## config.mk

```make
export PLATFORM = sky130hd
export DESIGN_NAME = wb_arbiter
export DESIGN_NICKNAME = d
export VERILOG_FILES = /design/src/rtl/wb_arbiter_pkg.sv /design/src/rtl/wb_rr_pick.sv /design/src/rtl/wb_arbiter.sv
export SDC_FILE = /design/constraint.sdc
export NUM_CORES = 1
export LEC_CHECK = 0
export CAP_MARGIN = 20
export CORE_MARGIN = 1
export CORE_UTILIZATION = 53
export DETAILED_ROUTE_END_ITERATION = 10
export PLACE_DENSITY = 0.85
export REMOVE_ABC_BUFFERS = 1
export SLEW_MARGIN = 20
export SYNTH_ARGS = -nofsm -noshare
export SYNTH_HDL_FRONTEND = slang
export SYNTH_SLANG_ARGS = --single-unit
```

## constraint.sdc

```tcl
create_clock -name clk -period 8.1 [get_ports clk]
set_clock_uncertainty 0.05 [all_clocks]
set_input_delay 1.62 -clock clk [delete_from_list [all_inputs] [get_ports clk]]
set_output_delay 1.62 -clock clk [all_outputs]
set_load 0.02 [all_outputs]
```

## src/rtl/wb_arbiter_pkg.sv

```systemverilog
// Shared widths, producer indices, slot payload type and pointer helper for the writeback arbiter.
package wb_arbiter_pkg;

  localparam int unsigned DW   = 32;
  localparam int unsigned AW   = 5;
  localparam int unsigned NSRC = 3;
  localparam int unsigned PTRW = 2;

  localparam int unsigned SRC_ALU = 0;
  localparam int unsigned SRC_LSU = 1;
  localparam int unsigned SRC_MDU = 2;

  // One held result: destination register plus data.
  typedef struct packed {
    logic [AW-1:0] rd;
    logic [DW-1:0] data;
  } wb_entry_t;

  // Pointer after a grant: one past the winner, wrapping 2 -> 0; holds when nothing granted.
  function automatic logic [PTRW-1:0] rr_after(input logic [NSRC-1:0] grant,
                                               input logic [PTRW-1:0] cur);
    logic [PTRW-1:0] nxt;
    nxt = cur;
    if (grant[SRC_ALU]) nxt = PTRW'(SRC_LSU);
    if (grant[SRC_LSU]) nxt = PTRW'(SRC_MDU);
    if (grant[SRC_MDU]) nxt = PTRW'(SRC_ALU);
    return nxt;
  endfunction

endpackage

```

## src/rtl/wb_rr_pick.sv

```systemverilog
// Combinational 3-way round-robin picker: first full slot at or after rr_ptr wins.
module wb_rr_pick
  import wb_arbiter_pkg::*;
(
  input  logic [NSRC-1:0] full,
  input  logic [PTRW-1:0] rr_ptr,
  output logic [NSRC-1:0] grant_c,
  output logic            any_grant_c
);

  // Rotated priority search; pointer value 3 is unreachable and treated as 0.
  always_comb begin
    grant_c = '0;
    case (rr_ptr)
      2'd1: begin
        if      (full[1]) grant_c[1] = 1'b1;
        else if (full[2]) grant_c[2] = 1'b1;
        else if (full[0]) grant_c[0] = 1'b1;
      end
      2'd2: begin
        if      (full[2]) grant_c[2] = 1'b1;
        else if (full[0]) grant_c[0] = 1'b1;
        else if (full[1]) grant_c[1] = 1'b1;
      end
      default: begin
        if      (full[0]) grant_c[0] = 1'b1;
        else if (full[1]) grant_c[1] = 1'b1;
        else if (full[2]) grant_c[2] = 1'b1;
      end
    endcase
  end

  assign any_grant_c = |grant_c;

endmodule

```

## src/rtl/wb_arbiter.sv

```systemverilog
// Writeback arbiter: three one-entry producer slots drained round-robin into one registered RF write port.
module wb_arbiter
  import wb_arbiter_pkg::*;
(
  input  logic                 clk,
  input  logic                 rst,
  input  logic [NSRC-1:0]      src_valid,
  output logic [NSRC-1:0]      src_ready,
  input  logic [NSRC*AW-1:0]   src_rd,
  input  logic [NSRC*DW-1:0]   src_data,
  output logic                 we,
  output logic [AW-1:0]        waddr,
  output logic [DW-1:0]        wdata,
  output logic                 busy
);

  wb_entry_t       slot     [NSRC];
  wb_entry_t       in_entry [NSRC];
  wb_entry_t       win;
  logic [NSRC-1:0] full;
  logic [NSRC-1:0] grant;
  logic [NSRC-1:0] accept;
  logic            any_grant;
  logic [PTRW-1:0] rr_ptr;
  logic [PTRW-1:0] rr_ptr_nxt;

  // Round-robin choice among currently held results (new arrivals are not visible yet).
  wb_rr_pick u_pick (
    .full        (full),
    .rr_ptr      (rr_ptr),
    .grant_c     (grant),
    .any_grant_c (any_grant)
  );

  // Split the flat producer buses into per-slot payloads.
  always_comb begin
    for (int i = 0; i < NSRC; i++) begin
      in_entry[i].rd   = src_rd[i*AW +: AW];
      in_entry[i].data = src_data[i*DW +: DW];
    end
  end

  // A slot accepts when empty or draining this cycle; nothing is accepted during reset.
  always_comb begin
    src_ready = '0;
    accept    = '0;
    for (int i = 0; i < NSRC; i++) begin
      src_ready[i] = ~rst & (~full[i] | grant[i]);
      accept[i]    = src_valid[i] & src_ready[i];
    end
  end

  // Select the granted slot's payload for the write port (grant is one-hot).
  always_comb begin
    win = '0;
    for (int i = 0; i < NSRC; i++) begin
      if (grant[i]) win = slot[i];
    end
  end

  // Next arbitration pointer.
  always_comb begin
    rr_ptr_nxt = rr_after(grant, rr_ptr);
  end

  // Slot storage: a reload with rd!=0 wins over the drain; rd==0 results are discarded.
  always_ff @(posedge clk) begin
    if (rst) begin
      full <= '0;
      for (int i = 0; i < NSRC; i++) begin
        slot[i] <= '0;
      end
    end else begin
      for (int i = 0; i < NSRC; i++) begin
        if (accept[i] && (in_entry[i].rd != '0)) begin
          full[i] <= 1'b1;
          slot[i] <= in_entry[i];
        end else if (grant[i]) begin
          full[i] <= 1'b0;
        end
      end
    end
  end

  // Registered RF write port and round-robin pointer; address/data hold while idle.
  always_ff @(posedge clk) begin
    if (rst) begin
      we     <= 1'b0;
      waddr  <= '0;
      wdata  <= '0;
      rr_ptr <= '0;
    end else begin
      we     <= any_grant;
      rr_ptr <= rr_ptr_nxt;
      if (any_grant) begin
        waddr <= win.rd;
        wdata <= win.data;
      end
    end
  end

  assign busy = (|full) | we;

endmodule
```

==> metrics <==
reg-to-reg setup timing slack between 4 and 5 ns; measured slew at the worst slew-check pin 1.09 ns; LEAKAGE 3.12 nW; Buf/Inv on CP 3; FF+latch count, synth 154; hold slack final 0.442 ns; postcts setup bufs 0; final hold vios 0; io pins 158; vias per std cell 5.60; first drt pass iteration count 5; RSZ-0062 raised after global routing false; setup TNS 0 ns; DIE WIDTH ~110 µm; antenna violations before repair 0; CTS max path bufs 2; GR Overflow Total 0; fill cell count 787; status finished, final reports clean; # setup viols final 0; Starting Density 54.2%; CTS tree yes; wire length per cell 18.4 µm; full die area 12700 µm²; Setup crit start kind input port; RR Startpoint rr_ptr[0]; Slew headroom 27.5%; Clk Latency, worst-skew pair 0.41 ns; crit-path cells buf_2 > buf_4 > nor2_1 > clkdlybuf4s50_1; Final Instance Area 8590 µm²; Hold Path End wdata[21]; Crit. Startpoint rst; Synth cell types 37; placed cell areas 8050 µm²; Hold Path Class reg2reg; Max H-tree Level 4; Seq/Total Area, Yosys 64.7%; root buf cell clkbuf_16; CTS Buf Count 17; Post-DP HPWL 9340 µm; 1st-iter DRT viols about 290; layout cell share with drive strength beyond 1 8.32%; post-synthesis area per instance 12.8 µm²; worst-path maximum fanout 50; reg2reg end slot[0][87]; CP delay by family, top buffers and inverters; area leader, netlist edfxtp_1; clk sink count 154; antenna-violating nets left 0; Die H between 100 and 150 µm; R2R depth 8; Mapped Cells 506; Worst path slowest cell clkdlybuf4s50_1; Layout area overhead 32.4%; row count 40; Crit Path Category in2out; ys flop type edfxtp_1; Mapped Area between 6000 and 7000 µm²; Resized Gates After CTS 0; hold path startpoint wdata[21]; period utilisation layout 56.4%; DRC viols 0; slowest stage delay, CP between 0.5 and 0.6 ns; register area 4190 µm²; Period minus WS final 4.57 ns; Tot GR Track Use 24.3%; MaxCap Viol Count 0; vias in the first global route 4573; PortBufs 157; multi-input logic area 2050 µm²; Synth async-reset ratio 0%; total core area between 10000 and 15000 µm²; global-route wire length before repair 23100 µm; Req. time, crit path 6.43 ns; CP arrival 2.90 ns; Routed Wire Length about 15000 µm; Synth Warn # 0; synth top area cells edfxtp_1 51%, dfxtp_1 13%, and2_1 11%; PwrDens 250 nW/µm²; Worst-path clk slew approximately 0.06 ns; post-cts hold buffer count 0; Via Count 4524; hold path depth 2; ANT cells 0; pin count of the biggest net entering global routing 73; worst vdd ir between 0.15 and 0.2 mV; Post-synth EDFFs 111; Critical Path End Type primary output; Highest Clock Rate 0.219 GHz; fin. max-slew vios 0; post-synth top area share between 50% and 60%; Final Net Count 766; final RePlAce weighted congestion 0.846
## how the worst max path moves through the flow
stage,end,cells past startpoint
CTS,src_ready[2],4
finish,src_ready[0],4
global route,src_ready[2],4
floorplan,slot[0][0],5
detailed placement,src_ready[2],4
global placement,src_ready[0],4
## report_power, final
| group | switching (mW) | internal, mW |
|---|---|---|
| combinational | 0.226 | 0.194 |
| sequential | 0.0430 | 0.953 |
| clock | 0.287 | 0.445 |
## layout by cell type (no fill, tap or decap), drive strengths merged, types with 2 or more instances in the layout
cell	n
buf	5
a21oi	25
clkdlybuf4s50	156
nand2	21
dfxtp	43
clkinv	9
clkbuf	20
o31ai	2
nor3	2
o22ai	18
a2111oi	19
nor2	42
ha	2
edfxtp	111
nand2b	8
a21o	2
inv	6
and2	111
a221oi	38
bufinv	2
o21ai	3
or4	3
o21a	2
## cells in the mapped netlist (all sizes together), types with 3 or more instances
cell type	number
a2111oi	19
a21oi	25
a221oi	38
and2	111
buf	25
clkbuf	13
dfxtp	43
edfxtp	111
inv	6
nand2	21
nand2b	8
nor2	42
o21ai	3
o22ai	18
or4	3
## sequential cells by signal, summed over array words and instances (netlist names)
signal and count:
slot 111, wdata 32, waddr 5, full 3, rr_ptr 2, we 1
## area by class of cell
type	count	area share, %
sequential	154	48.8
multi-input combinational	308	23.8
clock inverter	12	1.24
inverter	6	0.262
clock buffer	20	5.08
tap	147	2.14
timing repair buffer	161	18.6
## cells by family (layout without fill, tap and decap cells)
logic type      Yosys count  in the layout  synth area share (%)
compound gates          116            116                  14.8
flops                   154            154                  64.7
simple gates            190            190                  15.9
fa+ha+maj                 2              2                 0.386
buf+inv                  44            199                  4.24
## metrics by stage
stage / power, mW / instances / util [%] / setup slack [ns]
2_1_floorplan: 1.22 / 468 / - / 4.05
4_1_cts: 2.16 / 808 / 71.8 / 3.53
3_5_place_dp: 1.43 / 776 / 67.3 / 3.53
6_report: 2.15 / 808 / 71.8 / 3.53
5_1_grt: 2.23 / 808 / 71.8 / 3.45
3_3_place_gp: 1.41 / 776 / 67.3 / 3.56
## layer usage
layer	routed length (µm)	GRT usage [%]	vias up
met5	0	0	-
li1	-	-	2163
met1	5870	27.9	2172
met3	839	5.18	30
met4	476	13.6	0
met2	7700	42.2	159
## worst reg2reg max path, stage by stage (launching register included)
cell and delay [ns]:
dfxtp_1 0.33, inv_1 0.06, ha_1 0.43, nand2b_1 0.24, a21oi_2 0.33, o31ai_2 0.16
a31oi_4 0.69, buf_4 0.57, and2_1 0.25
(Power assumes the default switching activity.)
